==> src/rtl/mem_arbiter_pkg.sv <==
// Shared definitions for the fetch/data memory arbiter: FSM encodings and
// the default widths and NOP constant also used by the fetch stage.
package mem_arbiter_pkg;

    typedef enum logic [1:0] {
        ARB_IDLE  = 2'd0,
        ARB_IBUSY = 2'd1,
        ARB_DBUSY = 2'd2
    } arb_state_e;

    localparam int DEF_ADDR_W = 32;
    localparam int DEF_DATA_W = 32;
    localparam logic [31:0] NOP_INSTR = 32'h0000_0013;

endpackage

==> src/rtl/mem_arbiter_req_latch.sv <==
// Capture register for the granted request. The address loads on every grant,
// while the write flag and write data load only on data grants.
module arb_req_latch
    import mem_arbiter_pkg::*;
#(
    parameter int ADDR_W = DEF_ADDR_W,
    parameter int DATA_W = DEF_DATA_W
) (
    input  logic              clk,
    input  logic              rst,
    input  logic              addr_en_i,
    input  logic              data_en_i,
    input  logic [ADDR_W-1:0] addr_i,
    input  logic              wr_i,
    input  logic [DATA_W-1:0] wdata_i,
    output logic [ADDR_W-1:0] addr_o,
    output logic              wr_o,
    output logic [DATA_W-1:0] wdata_o
);

    logic [ADDR_W-1:0] addr_q;
    logic              wr_q;
    logic [DATA_W-1:0] wdata_q;

    always_ff @(posedge clk) begin
        if (rst) begin
            addr_q  <= '0;
            wr_q    <= 1'b0;
            wdata_q <= '0;
        end else begin
            if (addr_en_i) addr_q <= addr_i;
            if (data_en_i) begin
                wr_q    <= wr_i;
                wdata_q <= wdata_i;
            end
        end
    end

    assign addr_o  = addr_q;
    assign wr_o    = wr_q;
    assign wdata_o = wdata_q;

endmodule

==> src/rtl/mem_arbiter.sv <==
// Shares one stallmem-style memory port between fetch and data. Data wins ties
// unless fetch has already lost STARVE_LIMIT consecutive arbitrations.
module mem_arbiter
    import mem_arbiter_pkg::*;
#(
    parameter int ADDR_W       = DEF_ADDR_W,
    parameter int DATA_W       = DEF_DATA_W,
    parameter int STARVE_LIMIT = 4
) (
    input  logic              clk,
    input  logic              rst,
    input  logic              i_req,
    input  logic [ADDR_W-1:0] i_addr,
    output logic [DATA_W-1:0] i_rdata,
    output logic              i_ready,
    output logic              i_err,
    input  logic              d_req,
    input  logic              d_wr,
    input  logic [ADDR_W-1:0] d_addr,
    input  logic [DATA_W-1:0] d_wdata,
    output logic [DATA_W-1:0] d_rdata,
    output logic              d_ready,
    output logic              d_err,
    output logic              mem_enable,
    output logic              mem_wr,
    output logic [ADDR_W-1:0] mem_addr,
    output logic [DATA_W-1:0] mem_data_in,
    input  logic [DATA_W-1:0] mem_data_out,
    input  logic              mem_ready,
    input  logic              mem_err
);

    localparam int CNT_W = $clog2(STARVE_LIMIT + 1);
    localparam logic [CNT_W-1:0] CNT_MAX = CNT_W'(STARVE_LIMIT);

    arb_state_e       state_q, state_d;
    logic [CNT_W-1:0] starveCnt_q, starveCnt_d;
    logic             grantI, grantD;
    logic             latchWr;

    always_ff @(posedge clk) begin
        if (rst) begin
            state_q     <= ARB_IDLE;
            starveCnt_q <= '0;
        end else begin
            state_q     <= state_d;
            starveCnt_q <= starveCnt_d;
        end
    end

    always_comb begin
        state_d     = state_q;
        starveCnt_d = starveCnt_q;
        grantI      = 1'b0;
        grantD      = 1'b0;
        case (state_q)
            ARB_IDLE: begin
                if (d_req && !(i_req && starveCnt_q == CNT_MAX)) begin
                    grantD  = 1'b1;
                    state_d = ARB_DBUSY;
                end else if (i_req) begin
                    grantI  = 1'b1;
                    state_d = ARB_IBUSY;
                end
                // Fetch waiting behind a data grant ages the counter; any fetch
                // grant or an absent fetch request resets it.
                if (!i_req || grantI) begin
                    starveCnt_d = '0;
                end else if (grantD && starveCnt_q != CNT_MAX) begin
                    starveCnt_d = starveCnt_q + 1'b1;
                end
            end
            ARB_IBUSY, ARB_DBUSY: begin
                if (mem_ready) state_d = ARB_IDLE;
            end
            default: state_d = ARB_IDLE;
        endcase
    end

    arb_req_latch #(
        .ADDR_W(ADDR_W),
        .DATA_W(DATA_W)
    ) u_req_latch (
        .clk      (clk),
        .rst      (rst),
        .addr_en_i(grantI | grantD),
        .data_en_i(grantD),
        .addr_i   (grantD ? d_addr : i_addr),
        .wr_i     (d_wr),
        .wdata_i  (d_wdata),
        .addr_o   (mem_addr),
        .wr_o     (latchWr),
        .wdata_o  (mem_data_in)
    );

    // A completion coinciding with reset is dropped so the abandoned access
    // never reports ready.
    assign i_ready    = (state_q == ARB_IBUSY) && mem_ready && !rst;
    assign d_ready    = (state_q == ARB_DBUSY) && mem_ready && !rst;
    assign i_err      = i_ready && mem_err;
    assign d_err      = d_ready && mem_err;
    assign i_rdata    = i_ready ? mem_data_out : '0;
    assign d_rdata    = d_ready ? mem_data_out : '0;
    assign mem_enable = (state_q != ARB_IDLE);
    assign mem_wr     = (state_q == ARB_DBUSY) && latchWr;

endmodule

==> config.mk <==
export PLATFORM = sky130hd
export DESIGN_NAME = mem_arbiter
export DESIGN_NICKNAME = d
export VERILOG_FILES = /design/src/rtl/mem_arbiter_pkg.sv /design/src/rtl/mem_arbiter_req_latch.sv /design/src/rtl/mem_arbiter.sv
export SDC_FILE = /design/constraint.sdc
export NUM_CORES = 1
export LEC_CHECK = 0
export ABC_AREA = 1
export BUFFER_PORTS_ARGS = -buffer_cell sky130_fd_sc_hd__clkbuf_2
export CORE_ASPECT_RATIO = 1.25
export CORE_MARGIN = 5
export CORE_UTILIZATION = 38
export CTS_CLUSTER_DIAMETER = 120
export DETAILED_ROUTE_END_ITERATION = 10
export PLACE_DENSITY = 0.78
export REMOVE_ABC_BUFFERS = 1
export SYNTH_ARGS = -nofsm -noshare
export SYNTH_HDL_FRONTEND = slang
export SYNTH_HIERARCHICAL = 1
export SYNTH_SLANG_ARGS = --single-unit
==> constraint.sdc <==
create_clock -name clk -period 1.6 [get_ports clk]
set_input_delay 0.32 -clock clk [delete_from_list [all_inputs] [get_ports clk]]
set_output_delay 0.32 -clock clk [all_outputs]
set_load 0.01 [all_outputs]
## Word level (Yosys, flattened, before mapping)

Index checks and enable logic that the tools add are counted.
W data, S select, Z words.

- Bits in registers: 70
- Input bits: 135
- Output and inout bits: 134
- Word-level logic and storage cells: 49

- Add/sub/neg operators: 1
- Equal/unequal tests: 6
- Multiplexer cells: 16
- Bitwise logic cells: 1
- Reduce and logical (&&, ||, !) cells: 20

Operator list:

| cell | number |
|---|---|
| $mux W32 | 3 |
| $logic_and A1 B1 Y1 | 10 |
| $mux W1 | 7 |
| $mux W2 | 3 |
| $mux W3 | 2 |
| $ne A3 B3 Y1 const B | 2 |
| $pmux W2 S2 | 1 |
| $reduce_and A2 Y1 | 2 |
| $reduce_bool A2 Y1 | 2 |
| $add A3 B1 Y3 const B | 1 |
| $eq A3 B3 Y1 const B | 1 |
| $logic_not A1 Y1 | 3 |
| $eq A2 B1 Y1 const B | 1 |
| $eq A2 B2 Y1 const B | 1 |
| $logic_not A2 Y1 | 1 |
| $ne A2 B2 Y1 const B | 1 |
| $reduce_or A2 Y1 | 1 |
| $logic_or A1 B1 Y1 | 1 |
| $or A1 B1 Y1 | 1 |

## Logic depth before layout (Yosys ltp)

- Depth in word-level cells: 9
- Mapped depth: 13
- Depth with buffers taken out: 12

## Cells and area by module

The synthesis kept the hierarchy.

By module, submodules not included:

| module | instances | cells each | area an instance (um^2) | seq. area each (um^2) |
|---|---|---|---|---|
| arb_req_latch | 1 | 412 | 2657.5 | 1301.2 |
| mem_arbiter | 1 | 258 | 1202.4 | 100.1 |

## Least setup slack after synthesis

Ideal clock, no wire load.

- Path kind: register -> register
- Start: register starveCnt_q[0]
- End: register u_req_latch.wdata_q[21] (netlist: u_req_latch/wdata_o[21])
- Library setup time: 0.113 ns
- Arrival: 1.486 ns
- Required time: 1.487 ns
- Setup slack: 0.001 ns
- Stages on the path, launching flop included: 12
- Buffers on the path: 3
- Clock period less this slack: 1.599 ns
- Path through: dfxtp_1 inv_1 ha_1 nand3_2 nand2_2 nor2_8 buf_6 buf_4 buf_4 nand2_1 nand2_1 nor2_1

- Cells in the longest elaborated chain, start to end: 7

RTL lines:

| item | line | RTL |
|---|---|---|
| start: declaration | mem_arbiter.sv:37 | `logic [CNT_W-1:0] starveCnt_q, starveCnt_d;` |
| start signal: assignment | mem_arbiter.sv:47 | `starveCnt_q <= starveCnt_d;` |
| $eq A3 B3 Y1 | mem_arbiter.sv:58 | `if (d_req && !(i_req && starveCnt_q == CNT_MAX)) begin` |
| $logic_and A1 B1 Y1 | mem_arbiter.sv:58 |  |
| $logic_not A1 Y1 | mem_arbiter.sv:58 |  |
| $logic_and A1 B1 Y1 | mem_arbiter.sv:58 |  |
| $mux W1 | mem_arbiter.sv:58 |  |
| $mux W1 (2 in series) | mem_arbiter.sv:56 | `case (state_q)` |
| via grantD | mem_arbiter.sv:38 | `logic grantI, grantD;` |
| end signal: assignment | mem_arbiter_req_latch.sv:34 | `wdata_q <= wdata_i;` |
| end: declaration | mem_arbiter_req_latch.sv:23 | `logic [DATA_W-1:0] wdata_q;` |

The timed path passes the listed nets, and every way through them passes these cells. The select of a mux whose other input is x is not followed.
A chain may end at the register's enable or synchronous reset.

## Final worst setup path

- Start: register state_q[1]
- End: output port d_rdata[20]

- Cells in the longest elaborated chain, start to end: 4

RTL lines:

| item | line | RTL |
|---|---|---|
| start: declaration | mem_arbiter.sv:36 | `arb_state_e state_q, state_d;` |
| start signal: assignment | mem_arbiter.sv:46 | `state_q <= state_d;` |
| $eq A2 B2 Y1 | mem_arbiter.sv:99 | `assign d_ready = (state_q == ARB_DBUSY) && mem_ready && !rst;` |
| $logic_and A1 B1 Y1 (2 in series) | mem_arbiter.sv:99 |  |
| $mux W32 | mem_arbiter.sv:103 | `assign d_rdata = d_ready ? mem_data_out : '0;` |
| end: declaration | mem_arbiter.sv:21 | `output logic [DATA_W-1:0] d_rdata,` |

No other way between the ends.

==> results.sh <==
export IMPL_status="finished with violations"
export IMPL_violations="negative setup slack"
export IMPL_worst_skew_pair_late_latency_ns=0.33
export IMPL_globalRouteMet1Util_pct=22.1
export IMPL_max_slew_margin_pct=80.1
export IMPL_cp_data_required_time_ns=1.28
export IMPL_crit_path_start_kind="flip-flop"
export IMPL_root_buffer="clkbuf_16"
export IMPL_synthToLayoutAreaGrowth_pct=70.4
export IMPL_yosysWarnings=6
export IMPL_min_path_type="in -> reg"
export IMPL_num_rows=41
export IMPL_use_met3_pct=10.1
export IMPL_drt_iter0_drc=129
export IMPL_syn_instance_count=670
export IMPL_core_mm2=0.0100
export IMPL_report_final_slew_viol_count=0
export IMPL_num_vias=4823
export IMPL_io_pin_count=269
export IMPL_internal_power_mw=4.24
export IMPL_io_buffers=268
export IMPL_syn_avg_cell_area_um2=5.76
export IMPL_ir_drop_mv=0.680
export IMPL_p_seq_share_pct=34.0
export IMPL_final_antenna_net_count=0
export IMPL_avgRoutedWirePerCell_um=14.3
export IMPL_cts_htree_levels=3
export IMPL_ctsHoldBuffers=0
export IMPL_place_hpwl_mm=11.0
export IMPL_cts_made_buffers=9
export IMPL_drive_gt1_share_pct=39.7
export IMPL_final_common_cell="nand2_1"
export IMPL_fin_crit_sh_pct=115
export IMPL_cpMaxStageDelayCell="dfxtp_2"
export IMPL_p_per_area_mw_per_mm2=971
export IMPL_avgViaCountPerCell=4.46
export IMPL_grt_pass1_wl_mm=21.2
export IMPL_skew_ns=0.00532
export IMPL_clkSinkCount=70
export IMPL_antenna_cells=0
export IMPL_tightest_slew_ns=0.299
export IMPL_finish_utilization_pct=65.7
export IMPL_ff_latch_area_mm2=0.00141
export IMPL_tns_ns=-12.49
export IMPL_antenna_found_initial=4
export IMPL_n_fill_cell=867
export IMPL_critPathKind="reg -> out"
export IMPL_grt_pass1_vias=4226
export IMPL_p_leak_nw=3.93
export IMPL_fp_dieArea_mm2=0.0123
export IMPL_yosysSeqAreaShare_pct=36.3
export IMPL_worstPathCellList="buf_6 -> ha_4 -> nand3_4 -> clkbuf_16 -> nor2_1 -> buf_2"
export IMPL_initial_core_util_pct=38.6
export IMPL_gp_congestion=0.873
export IMPL_layout_cells_most_common_list="235 x nand2_1, 201 x clkbuf_2, 158 x nor2_1, 104 x inv_1, 68 x dfxtp_1"
export IMPL_grt_max_degree=43
export IMPL_drc=0
export IMPL_clkTransAtPathRegs_ns=0.05
export IMPL_drt_pass1_iterations=4
export IMPL_syn_area_mm2=0.00386
export IMPL_endpoint_kind="output pin"
export IMPL_p_switching_mw=2.14
export IMPL_multi_input_area_mm2=0.00216
export IMPL_fmax_ghz=0.544
export IMPL_nets=1088
export IMPL_routed_wl_mm=15.4
export IMPL_worstPathArrival_ns=1.52
export IMPL_setup_slack_ns=-0.237
export IMPL_grt_use_met2_pct=40.5
export IMPL_finalHoldViolCount=0
export IMPL_overflow=0
export IMPL_rsz0062_at_grt="yes"
export IMPL_finalSetupViolations=95
export IMPL_cpPeakStageDelay_ns=0.34
export IMPL_regToRegSetupSlack_ns=-0.08
export IMPL_tritoncts="built"
export IMPL_maxCapViolations=0
export IMPL_grtUsageTotal_pct=22.5
export IMPL_crit_path_max_fanout=6
export IMPL_switching_share_pct=33.6
export IMPL_combPwrFrac_pct=35.3
export IMPL_ys_ff_latch=70
export IMPL_top_usage_layer="met2"
export IMPL_period_minus_slack_ns=1.84
export IMPL_yosysUniqueCellTypes=17
export IMPL_clock_tree_buffer_depth=2
export IMPL_die_h_um=123
export IMPL_clkPwrFrac_pct=30.7
export IMPL_die_x_um=100
layout make-up:
| cell class | count | area share (%) |
|---|---|---|
| tap | 129 | 2.45 |
| sequential | 70 | 21.4 |
| multi-input combinational | 456 | 32.9 |
| timing repair buffer | 301 | 32.2 |
| clock inverter | 4 | 0.723 |
| inverter | 110 | 6.68 |
| clock buffer | 11 | 3.69 |
routing by layer:
metal  wire, um  up-vias
met5         45        -
met4        675        8
met3       1980       46
met2       7430      239
met1       5280     2085
li1           -     2445
cells in the mapped netlist:
master,instances,area (um^2)
a21oi_1,2,10.0
nand2_2,2,12.5
ha_1,5,62.6
nand2_1,235,882
xnor2_1,1,8.76
xor2_1,1,8.76
nand3_1,4,20.0
dfxtp_1,70,1400
buf_4,12,90.1
inv_1,108,405
buf_2,16,80.1
buf_6,6,67.6
nor2_8,1,20.0
nand3_2,1,10.0
nor2_1,204,766
inv_6,1,8.76
inv_4,1,6.26
repair_timing:
item	4_1_cts	5_1_grt
pin swaps	3	5
endpoints found under the setup margin	69	131
gates cloned	7	1
buffers inserted	6	4
gates resized for setup	73	158
flip-flops by register name, indices dropped and copies added (netlist names):
signal / flops
u_req_latch/addr_o: 32
u_req_latch/wr_o: 1
starveCnt_q: 3
state_q: 2
u_req_latch/wdata_o: 32
worst paths after layout:
| check | cells past startpoint | start | end |
|---|---|---|---|
| min | 2 | rst | state_q[0] |
| max | 6 | state_q[1] | d_rdata[20] |
| max reg2reg | 13 | state_q[1] | u_req_latch/addr_o[30] |
| min reg2reg | 2 | u_req_latch/addr_o[3] | u_req_latch/addr_o[3] |
kinds of logic after synthesis:
| group | Yosys count | share of synthesized area (%) |
|---|---|---|
| AOI/OAI and AO/OA | 2 | 0.259 |
| and+or+nand+nor | 447 | 44.3 |
| DFF | 70 | 36.3 |
| xor gates and xnor gates | 2 | 0.454 |
| adders and majority gates | 5 | 1.62 |
| buffers and inverters | 144 | 17.1 |
power groups by stage:
stage,Sequential (mW),Combinational [mW],Clock [mW]
after floorplan,2.31,0.977,0
after global routing,2.20,2.50,2.07
after CTS,2.17,2.16,2.00
after global placement,2.19,1.94,0
after detailed placement,2.19,1.96,0
final,2.17,2.26,1.96
metrics by stage:
| step | total power [mW] | setup WS [ns] | cell area (um^2) | hold WS [ns] | cells |
|---|---|---|---|---|---|
| floorplan | 3.28 | -1.58 | 3620 | 0.389 | 636 |
| global placement | 4.13 | 0.0625 | 5350 | 0.458 | 1050 |
| detailed placement | 4.16 | 0.00735 | 5350 | 0.461 | 1050 |
| CTS | 6.32 | -0.185 | 6120 | 0.165 | 1078 |
| global route | 6.77 | -0.310 | 6580 | 0.212 | 1081 |
| finish | 6.39 | -0.237 | 6580 | 0.176 | 1081 |
critical path: cells and delay by family, from the launching register on:
| family | cells | cell delay (ns) |
|---|---|---|
| buffers and inverters | 3 | 0.47 |
| flip-flops | 1 | 0.34 |
| AND/OR/NAND/NOR | 2 | 0.25 |
| adder cells (fa/ha/maj) | 1 | 0.15 |
Power figures use the tool's default switching activity.
